===== src/rtl/bcd_scan_decoder.sv =====
// bcd_scan_decoder: latches NUM_DIGITS packed BCD digits and drives a
// time-multiplexed 7-segment display (one-hot digit select, shared segment bus).
// Each digit stays selected for SCAN_DIV clocks. All outputs are registered.
//
// Optional build macro LEADING_ZERO_BLANK_EN: when defined, a zero digit above
// digit 0 whose higher digits are all zero is shown dark (seg = 0) while its
// select line still asserts. When undefined, every digit is decoded normally.

module bcd_scan_decoder #(
  parameter int NUM_DIGITS = 4,
  parameter int SCAN_DIV   = 1000
) (
  input  logic                    clk,
  input  logic                    rst,
  input  logic                    load,
  input  logic [4*NUM_DIGITS-1:0] bcd_in,
  output logic [NUM_DIGITS-1:0]   dig_sel,
  output logic [6:0]              seg,
  output logic                    err
);

  // SCAN_DIV >= 2, so CNT_W is at least 1; a single-digit display still needs
  // a 1-bit index register.
  localparam int CNT_W = $clog2(SCAN_DIV);
  localparam int IDX_W = (NUM_DIGITS > 1) ? $clog2(NUM_DIGITS) : 1;

  localparam logic [CNT_W-1:0] CNT_MAX = CNT_W'(SCAN_DIV - 1);
  localparam logic [IDX_W-1:0] IDX_MAX = IDX_W'(NUM_DIGITS - 1);

  logic [4*NUM_DIGITS-1:0] latch_q;
  logic [CNT_W-1:0]        cnt_q;
  logic [IDX_W-1:0]        idx_q;

  logic [3:0]              cur_digit;
  logic                    cur_blank;
  logic [NUM_DIGITS-1:0]   sel_d;
  logic [6:0]              seg_d;
  logic                    err_d;

  // 7-segment decode, bit order {g,f,e,d,c,b,a}; non-BCD codes show a dash.
  function automatic logic [6:0] decode(input logic [3:0] d);
    logic [6:0] s;
    case (d)
      4'd0:    s = 7'h3F;
      4'd1:    s = 7'h06;
      4'd2:    s = 7'h5B;
      4'd3:    s = 7'h4F;
      4'd4:    s = 7'h66;
      4'd5:    s = 7'h6D;
      4'd6:    s = 7'h7D;
      4'd7:    s = 7'h07;
      4'd8:    s = 7'h7F;
      4'd9:    s = 7'h6F;
      default: s = 7'h40;
    endcase
    return s;
  endfunction

  // Digit latch: captures bcd_in only on a load strobe.
  always_ff @(posedge clk or posedge rst) begin
    if (rst) begin
      latch_q <= '0;
    end else if (load) begin
      latch_q <= bcd_in;
    end
  end

  // Prescaler and scan index: idx advances once per SCAN_DIV clocks.
  always_ff @(posedge clk or posedge rst) begin
    if (rst) begin
      cnt_q <= '0;
      idx_q <= '0;
    end else if (cnt_q == CNT_MAX) begin
      cnt_q <= '0;
      idx_q <= (idx_q == IDX_MAX) ? '0 : idx_q + IDX_W'(1);
    end else begin
      cnt_q <= cnt_q + CNT_W'(1);
    end
  end

  // Select the currently scanned digit and build its one-hot enable.
  always_comb begin
    cur_digit = 4'd0;
    sel_d     = '0;
    for (int i = 0; i < NUM_DIGITS; i++) begin
      if (idx_q == IDX_W'(i)) begin
        cur_digit = latch_q[4*i +: 4];
        sel_d[i]  = 1'b1;
      end
    end
  end

  // Error flag: any latched digit holding a code above 9.
  always_comb begin
    err_d = 1'b0;
    for (int i = 0; i < NUM_DIGITS; i++) begin
      if (latch_q[4*i +: 4] > 4'd9) begin
        err_d = 1'b1;
      end
    end
  end

`ifdef LEADING_ZERO_BLANK_EN
  logic [NUM_DIGITS-1:0] blank;
  logic                  upper_zero;

  // Walk from the most significant digit down; a digit is blank while it and
  // everything above it is zero. Digit 0 always displays. Invalid codes are
  // non-zero here, so they stop the blanking run.
  always_comb begin
    upper_zero = 1'b1;
    blank      = '0;
    for (int i = NUM_DIGITS - 1; i >= 0; i--) begin
      upper_zero = upper_zero & (latch_q[4*i +: 4] == 4'd0);
      if (i != 0) begin
        blank[i] = upper_zero;
      end
    end
  end

  // Pick the blank flag for the scanned digit.
  always_comb begin
    cur_blank = 1'b0;
    for (int i = 0; i < NUM_DIGITS; i++) begin
      if (idx_q == IDX_W'(i)) begin
        cur_blank = blank[i];
      end
    end
  end
`else
  assign cur_blank = 1'b0;
`endif

  // Segment pattern for the scanned digit.
  always_comb begin
    seg_d = decode(cur_digit);
    if (cur_blank) begin
      seg_d = 7'h00;
    end
  end

  // Output registers: one cycle behind latch/idx; dark during reset.
  always_ff @(posedge clk or posedge rst) begin
    if (rst) begin
      dig_sel <= '0;
      seg     <= '0;
      err     <= 1'b0;
    end else begin
      dig_sel <= sel_d;
      seg     <= seg_d;
      err     <= err_d;
    end
  end

endmodule


===== config.mk =====
export PLATFORM = sky130hd
export DESIGN_NAME = bcd_scan_decoder
export DESIGN_NICKNAME = d
export VERILOG_FILES = /design/src/rtl/bcd_scan_decoder.sv
export SDC_FILE = /design/constraint.sdc
export NUM_CORES = 1
export LEC_CHECK = 0
export CAP_MARGIN = 20
export CORE_MARGIN = 1.5
export CORE_UTILIZATION = 35
export CTS_CLUSTER_DIAMETER = 150
export CTS_CLUSTER_SIZE = 12
export DETAILED_ROUTE_END_ITERATION = 8
export PLACE_DENSITY = 0.57
export SYNTH_ARGS = -nofsm -noshare
export SYNTH_HDL_FRONTEND = slang
export SYNTH_SLANG_ARGS = --single-unit

===== constraint.sdc =====
create_clock -name clk -period 2.7 [get_ports clk]
set_input_delay 0.27 -clock clk [delete_from_list [all_inputs] [get_ports clk]]
set_output_delay 0.27 -clock clk [all_outputs]
set_load 0.03 [all_outputs]

==> flow_metrics.py <==
metrics = {
    "synthesis": {
        "syn_inst": 160,
        "syn_avg_cell_area_um2": 11.8,
        "syn_nets": 191,
        "ys_warn_count": 0,
        "ys_seq_elements": 40,
        "synthesis.area_um2": 1890,
        "synth-seq-area-share_pct": 53.1,
        "yosysUniqueCellTypes": 38,
    },
    "cells_and_area": {
        "drive_gt1_share_pct": 13.4,
        "multi_input_area_um2": 821,
        "layout.nets": 224,
        "diodes": 0,
        "nFillCells": 498,
        "seq_area_um2": 1000,
        "area_growth_pct": 24.6,
    },
    "sta": {
        "clock_skew_ns": 0.00549,
        "setup_viol": 0,
        "worstMarginPinSlew_ns": 0.692,
        "drv_slew": 0,
        "hold_slack_ns": 0.400,
        "rsz0062_at_grt": "no",
        "clock.fmax_mhz": 401,
        "maxSlewHeadroom_pct": 53.7,
        "min_period_ns": 2.50,
        "finalHoldViolCount": 0,
        "period_share_pct": 92.4,
        "fin_setup_tns_ns": 0,
    },
    "global_routing": {
        "grt_pass1_vias": 1339,
        "antenna_found_initial": 0,
        "grt_pass1_wl_mm": 6.15,
        "grt_usage_pct": 13.4,
        "grt_max_degree": 41,
        "grt_overflow_total": 0,
    },
    "clocking": {
        "cts.path.max_buffers": 2,
        "tritoncts": "built",
        "hold_buffers": 0,
        "cts_made_buffers": 5,
        "clk_pin_slew_worst_paths_ns": 0.07,
        "postCtsSetupRepairBufs": 0,
        "ctsResizeCount": 0,
        "insertion_delay_ns": 0.29,
        "ctsHtreeMaxLevel": 2,
        "clock_sinks": 40,
        "cts-root-buf": "clkbuf_8",
    },
    "power_and_ir_drop": {
        "vdd_ir_drop_max_mv": 0.221,
        "powerDensity_nw_per_um2": 543,
        "total_leakage_power_uw": 0.00102,
    },
    "place": {
        "io_buffers": 30,
        "hpwl_mm": 2.53,
        "routabilityCongestion": 0.807,
    },
    "detailed_routing": {
        "drt_iter0_drc": 94,
        "viasPerCell": 4.88,
        "drc": 0,
        "vias": 1288,
        "routedWlPerCell_um": 12.8,
        "wl_mm": 3.37,
        "dr.pass1.iters": 5,
        "ant_nets": 0,
    },
    "status": {
        "outcome": "complete, no violations",
    },
    "floorplanning": {
        "initial_core_util_pct": 36.7,
        "coreArea_um2": 5140,
        "die_area_um2": 5840,
        "die_height_um": 76.4,
        "ios": 31,
        "rows": 26,
        "die_x_um": 76.4,
    },
    "critical_path": {
        "cp.required_ns": 2.91,
        "reg2reg_to": "seg[5]$_DFF_PP0_",
        "criticalPathCategory": "reg2reg",
        "r2r.worst_path.cells": 8,
        "cp.arrival_ns": 2.70,
        "worst-path-max-fanout": 9,
        "r2r_slack_ns": 0.20,
        "r2r-start": "idx_q[0]$_DFFE_PP0N_",
        "cp-start-kind": "flop",
        "cp-end-kind": "flop",
    },
    "min_path": {
        "hold_class": "in2async",
    },
    "run": {
        "drv_cap": 0,
    },
}
## critical path, stage by stage, from the launching register on
cell and delay [ns]:
dfrtp_1 0.39, inv_1 0.10, ha_1 0.31, a211o_2 0.33, o221ai_1 0.41, inv_1 0.18
ha_1 0.25, mux2_1 0.30, o22ai_1 0.15
## stage by stage
step / std cells / power, uW / util, % / worst slack, ns / area, um2
2_1_floorplan: 160 / 806 / - / 0.499 / 1890
3_3_place_gp: 256 / 891 / 43.9 / 0.378 / 2260
3_5_place_dp: 256 / 897 / 43.9 / 0.199 / 2260
4_1_cts: 264 / 1310 / 45.7 / 0.181 / 2350
5_1_grt: 264 / 1350 / 45.7 / 0.0248 / 2350
6_report: 264 / 1280 / 45.7 / 0.205 / 2350
## flip-flops by register name, summed over array words and instances (netlist names)
register and cells:
dig_sel 4, err 1, latch_q 16, idx_q 2, cnt_q 10, seg 7
## layout make-up
type / count / share of cell area (%)
Clock buffer: 8 / 3.84
Inverter: 11 / 1.76
Multi-Input combinational cell: 104 / 34.9
Sequential cell: 40 / 42.6
Tap cell: 70 / 3.73
Timing Repair Buffer: 31 / 13.1
## where the power goes
group          internal [uW]  total (uW)  switching, uW
clock network            208         393            185
registers                641         663           21.5
logic                    107         220            113
total                    956        1280            320
## placed cells by master (no fill, tap or decap), types with 2 or more instances in the layout
cell type and instances:
a21oi_1 3, a22o_1 3, and3_1 2, clkbuf_1 2, clkbuf_8 6, clkdlybuf4s50_1 30
dfrtp_1 40, ha_1 12, inv_1 11, mux2_1 2, mux2_2 13, mux2i_1 2
nand2_1 9, nand3_1 3, nand3b_1 2, nor2_1 6, nor2b_1 4, nor3_1 2
o21ai_0 13, o22ai_1 5, xnor2_1 2, xor2_1 4
## cell families (layout without fill, tap and decap cells)
| group | count (synthesis) | after routing | synth area share (%) |
|---|---|---|---|
| flops | 40 | 40 | 53.1 |
| simple gates | 37 | 37 | 10.9 |
| compound gates | 32 | 32 | 11.9 |
| mux | 17 | 17 | 10.0 |
| buf+inv | 16 | 50 | 3.38 |
| fa+ha+maj | 12 | 12 | 7.96 |
| xor+xnor | 6 | 6 | 2.79 |
## Yosys cell counts
master	count	area [um2]
xnor2_1	2	17.5
mux2_2	13	146
a221oi_1	1	8.76
and3_1	2	12.5
a211o_2	1	10.0
nor3b_1	1	7.51
a22o_1	3	26.3
a211oi_1	1	7.51
nor4bb_1	1	10.0
a221o_1	1	10.0
dfrtp_1	40	1000
or3b_2	1	8.76
a21o_1	1	7.51
mux2_1	2	22.5
inv_1	11	41.3
xor2_1	4	35.0
nand2_1	9	33.8
nor2_1	6	22.5
and3b_2	1	10.0
nand3_1	3	15.0
a21oi_1	3	15.0
buf_2	3	15.0
a221oi_4	1	26.3
ha_1	12	150
nor3_1	2	10.0
and2_2	1	7.51
clkbuf_1	2	7.51
nand3b_1	2	15.0
o22ai_1	5	31.3
mux2i_1	2	20.0
and2_1	1	6.26
o21bai_1	1	7.51
nor2b_1	4	25.0
and4_1	1	8.76
nand4_1	1	6.26
o221ai_1	1	8.76
or2_2	1	6.26
o21ai_0	13	65.1
## layer usage
metal	vias up	routed length, um	share of wire [%]	global-route usage [%]
met5	-	0	0	0
met2	31	1600	47	21.2
li1	621	-	-	-
met3	9	170	5.0	4.43
met1	627	1520	45	16.2
met4	0	80	2.4	6.85
## worst max path at each step
stage	startpoint	end	depth (start not counted)
after CTS	idx_q[0]$_DFFE_PP0N_	seg[5]$_DFF_PP0_	8
after floorplan	idx_q[0]$_DFFE_PP0N_	seg[0]$_DFF_PP0_	8
final	idx_q[0]$_DFFE_PP0N_	seg[5]$_DFF_PP0_	8
after global placement	idx_q[1]$_DFFE_PP0N_	seg[0]$_DFF_PP0_	8
after detailed placement	idx_q[0]$_DFFE_PP0N_	seg[5]$_DFF_PP0_	8
after global routing	idx_q[0]$_DFFE_PP0N_	seg[5]$_DFF_PP0_	8
Power figures use the tool's default switching activity.
==> patch 1 (same flow settings) <==
Build with the macro `LEADING_ZERO_BLANK_EN` defined.
--- a/src/rtl/bcd_scan_decoder.sv
+++ b/src/rtl/bcd_scan_decoder.sv
@@ -7,2 +7,4 @@
 // select line still asserts. When undefined, every digit is decoded normally.
+
+`define LEADING_ZERO_BLANK_EN
 
Check against the original RTL: no difference found for any inputs over 10 cycles, from zero or initial values and one cycle with rst high; that may be too few to reach the edited logic, so the function may still have changed.
==> patch 1 against the unedited design <==
Sequential cell count unchanged; setup slack improved by 0.17 ns; first-iteration DRC count fell by 16%; final area grew 0.37%; wire length rose by 1.3%; synthesized area rose by 0.60%; count of clock-buffer cells in the layout fell by 2; utilization decreased by 0.12 points; highest routed layer unchanged; power shrank 2.1%.
==> patch 1: results (changes against the unedited design) <==
Status: finished, final reports clean
Metal-1 WL: 1.70 mm (+12%)
WL met3: 123 um (-28%)
Placed Cells: 258 (+0.78%)
Net Sw Power: 325 uW (+1.6%)
Xor/xnor share of the synthesized area: 3.23% (+0.45 points)
GRT Util Overall: 12.9% (-0.49 points)
GR Layer Usage met1: 17.4% (+1.3 points)
Yosys cell types: 34 (-11%)
Synth Net Count: 189 (-1.0%)
Sequential share of power: 53.6% (+1.7 points)
Drt first pass iters: 4 (-1)
R2r endpoint: seg[1]$_DFF_PP0_
Leakage power: 0.970 nW (-4.8%)
Via density: 4.81 (-1.4%)
Clk pwr share: 28.9% (-1.9 points)
Area fraction in compound gates after synthesis: 9.17% (-2.7 points)
Final Skew: 0.00324 ns (-0.00224 ns)
Post-synthesis sequential area ratio: 52.8% (-0.32 points)
Number of fill cells: 477 (-4.2%)
Crit Path Max Fanout: 8 (-1)
Clk. pwr: 361 uW (-8.1%)
Slew @ Worst Pin: 0.681 ns (-0.0108 ns)
Hold Worst Slack: 0.399 ns (-0.00155 ns)
DR WL met2: 1.53 mm (-4.1%)
1st-iter DRT viols: 79 (-16%)
Commonest cells in the netlist: 40 x dfrtp_1, 16 x mux2_2, 12 x nor2_1
DP Wirelength: 2.60 mm (+2.9%)
Worst VDD drop: 258 uV (+17%)
Pre-CTS setup slack: 0.413 ns (+0.214 ns)
Arrival time at the worst endpoint: 2.49 ns (-0.21 ns)
Avg WL per Cell: 12.9 um (+0.92%)
Vias in the first global route: 1279 (-4.5%)
Asr flop ratio synth: 100% (unchanged)
GR Util met3: 4.07% (-0.36 points)
Synth Area in Adders: 6.60% (-1.4 points)
Final period util: 86.1% (-6.3 points)
Multiplexer share of the synthesized area: 12.7% (+2.6 points)
Placer Congestion: 0.815 (+1.0%)
Reg2Reg Depth: 9 (+1)
R2R Setup Slk: 0.37 ns (+0.17 ns)
First-pass GRT wire length: 5.98 mm (-2.7%)
Final wirelength: 3.42 mm (+1.3%)
Placed cell area: 2280 um2 (+0.94%)
[patch 1: cell count changes in the layout (fill, tap and decap cells not counted), moves of 3 or more]
| cell | unedited run | this run |
|---|---|---|
| o21ai_0 | 13 | 5 |
| nor2_1 | 6 | 12 |
| nor2b_1 | 4 | 0 |
| o211ai_1 | 0 | 4 |
| a22o_1 | 3 | 0 |
| mux2_2 | 13 | 16 |
| nor4_1 | 0 | 3 |
[patch 1: worst max-delay path, cell delays in order, from the launching register on]
cell	delay, ns
dfrtp_1	0.42
inv_1	0.08
ha_1	0.25
nor2_1	0.29
o211ai_1	0.14
o221ai_1	0.25
inv_1	0.18
ha_1	0.34
o21bai_1	0.17
a21oi_1	0.09
[patch 1: final cells by class]
class | instances | area [um2] | share of cell area, %
multi-input cells | 108 | 850 | 36.0
flip-flops and latches | 40 | 1000 | 42.5
clock buffers | 6 | 72.6 | 3.08
inverters | 9 | 33.8 | 1.43
clock inverters | 1 | 5.00 | 0.212
repair buffers | 31 | 308 | 13.1
well taps | 70 | 87.6 | 3.72
==> patch 2 (same flow settings) <==
Made on the original files. Add an input register stage for `load` and `bcd_in`, cleared by the reset; this delays them by one clock.
--- a/src/rtl/bcd_scan_decoder.sv
+++ b/src/rtl/bcd_scan_decoder.sv
@@ -28,2 +28,15 @@
   localparam logic [IDX_W-1:0] IDX_MAX = IDX_W'(NUM_DIGITS - 1);
+
+  logic load_q;
+  logic [4*NUM_DIGITS-1:0] bcd_q;
+
+  always_ff @(posedge clk or posedge rst) begin
+    if (rst) begin
+      load_q <= '0;
+      bcd_q  <= '0;
+    end else begin
+      load_q <= load;
+      bcd_q  <= bcd_in;
+    end
+  end
 
@@ -62,4 +75,4 @@
       latch_q <= '0;
-    end else if (load) begin
-      latch_q <= bcd_in;
+    end else if (load_q) begin
+      latch_q <= bcd_q;
     end
Function: changed (Yosys sat finds a counterexample within 4 cycles, from zero or initial values and one cycle with rst high).
==> patch 2 against the unedited design <==
Setup slack improved by 0.25 ns; wire length increased by 12%; critical path depth is 1 higher; sequential power is 42% higher; clock power rose by 63%; power rose by 41%; utilization down 0.86 points; sequential cell count increased by 17; final cell count rose by 12%; hold slack got worse by 0.10 ns; final area is 21% higher; maximum frequency rose by 11%; synthesized area is 22% higher.
==> patch 2: results (changes against the unedited design) <==
Synth Net Count: 210 (+9.9%)
Layout Nets: 248 (+11%)
Post-synthesis sequential area ratio: 61.9% (+8.8 points)
H-tree lvl count: 3 (+1)
Final wirelength: 3.79 mm (+12%)
Synth area leaders: dfrtp_1 62%, ha_1 6.5%, mux2_2 5.9%
Antenna cells: 0 (unchanged)
Clock transition at the registers of the reported paths: 0.06 ns
Biggest regs: bcd_q x16, latch_q x16, cnt_q x10
Slew @ Worst Pin: 0.689 ns (-0.00221 ns)
Vias: 1414 (+9.8%)
Share of layout cells above drive strength 1: 13.2% (-0.16 points)
First-pass GRT wire length: 6.51 mm (+6.0%)
Status: finished, final reports clean
Final hold violations: 0 (unchanged)
Critical Path Source: idx_q[1]$_DFFE_PP0N_
Hold Crit Class: input pin to asynchronous set/reset pin
DP Wirelength: 2.70 mm (+6.6%)
Port bufs: 30 (unchanged)
R2r endpoint: seg[0]$_DFF_PP0_
1st-iter DRT viols: 56 (-40%)
Yosys cell types: 34 (-11%)
Worst skew pair latency: 0.33 ns (+0.04 ns)
Leakage power: 1.25 nW (+23%)
Reg2Reg Depth: 9 (+1)
Placer Congestion: 0.800 (-0.92%)
Hold Worst Slack: 0.297 ns (-0.104 ns)
Initial antenna violation count: 0 (unchanged)
Commonest cells in the netlist: 57 x dfrtp_1, 14 x o21ai_0, 12 x ha_1, 12 x inv_1, 12 x mux2_2
Arrival time at the worst endpoint: 2.49 ns (-0.21 ns)
Worst VDD drop: 273 uV (+24%)
Final Skew: 0.00751 ns (+0.00203 ns)
Ys Warns: 0 (unchanged)
Total CTS buffers: 9 (+4)
GRT Util Overall: 12.3% (-1.1 points)
Drt first pass iters: 4 (-1)
Largest net degree at the start of global routing: 36 (-12%)
Crit Path Max Fanout: 9 (unchanged)
CTS Buffer Depth: 2 (unchanged)
CTS Root Cell: clkbuf_8
R2R Setup Slk: 0.46 ns (+0.25 ns)
# resized after CTS: 0 (unchanged)
Post-CTS Setup Inserts: 0 (unchanged)
Asr flop ratio synth: 100% (unchanged)
[patch 2: where the power goes]
group	internal [mW]	switching, mW	total (mW)	leakage [nW]
sequential	0.909	0.0292	0.939	0.683
clock	0.341	0.301	0.642	0.0782
combinational	0.107	0.112	0.219	0.489
[patch 2: metrics by stage]
| step | worst slack [ns] | std cells | instance area [um2] |
|---|---|---|---|
| finish | 0.458 | 296 | 2850 |
| global route | 0.267 | 296 | 2850 |
| CTS | 0.458 | 296 | 2850 |
| detailed placement | 0.483 | 283 | 2700 |
| global placement | 0.526 | 283 | 2700 |
| floorplan | 0.724 | 179 | 2310 |
[patch 2: cell type report]
class / count / area (um2)
inverters: 12 / 45.0
clock buffers: 12 / 145
clock inverters: 1 / 5.00
fillers: 587 / 3500
flip-flops and latches: 57 / 1430
repair buffers: 32 / 315
multi-input cells: 105 / 813
well taps: 77 / 96.3
[patch 2: worst max-delay path by stage]
stage	cells past startpoint	to	slack [ns]
CTS	9	seg[0]$_DFF_PP0_	0.46
finish	9	seg[0]$_DFF_PP0_	0.46
detailed placement	9	seg[0]$_DFF_PP0_	0.48
global placement	9	seg[0]$_DFF_PP0_	0.53
global route	9	seg[0]$_DFF_PP0_	0.27
floorplan	9	seg[0]$_DFF_PP0_	0.72
[patch 2: layer usage]
layer / vias to the layer above / wire, um / GRT usage [%]
li1: 690 / - / -
met1: 675 / 1790 / 15.9
met2: 41 / 1700 / 17.3
met3: 8 / 219 / 4.72
met4: 0 / 77 / 7.60
met5: - / 0 / 0
[patch 2: critical path: stages (launching register included)]
cell and delay (ns):
dfrtp_1 0.40, inv_1 0.10, ha_1 0.32, a21oi_1 0.10, o21ai_0 0.12, a22o_1 0.37, inv_1 0.13, ha_1 0.20
mux2_1 0.29, o22ai_1 0.12
[patch 2: kinds of logic after synthesis]
logic type	Yosys count	synth area share (%)
buffers and inverters	17	2.88
flip-flops	57	61.9
adder cells (fa/ha/maj)	12	6.51
XOR/XNOR	6	2.28
AND/OR/NAND/NOR	38	8.90
multiplexers	16	7.70
AO/OA/AOI/OAI	33	9.88
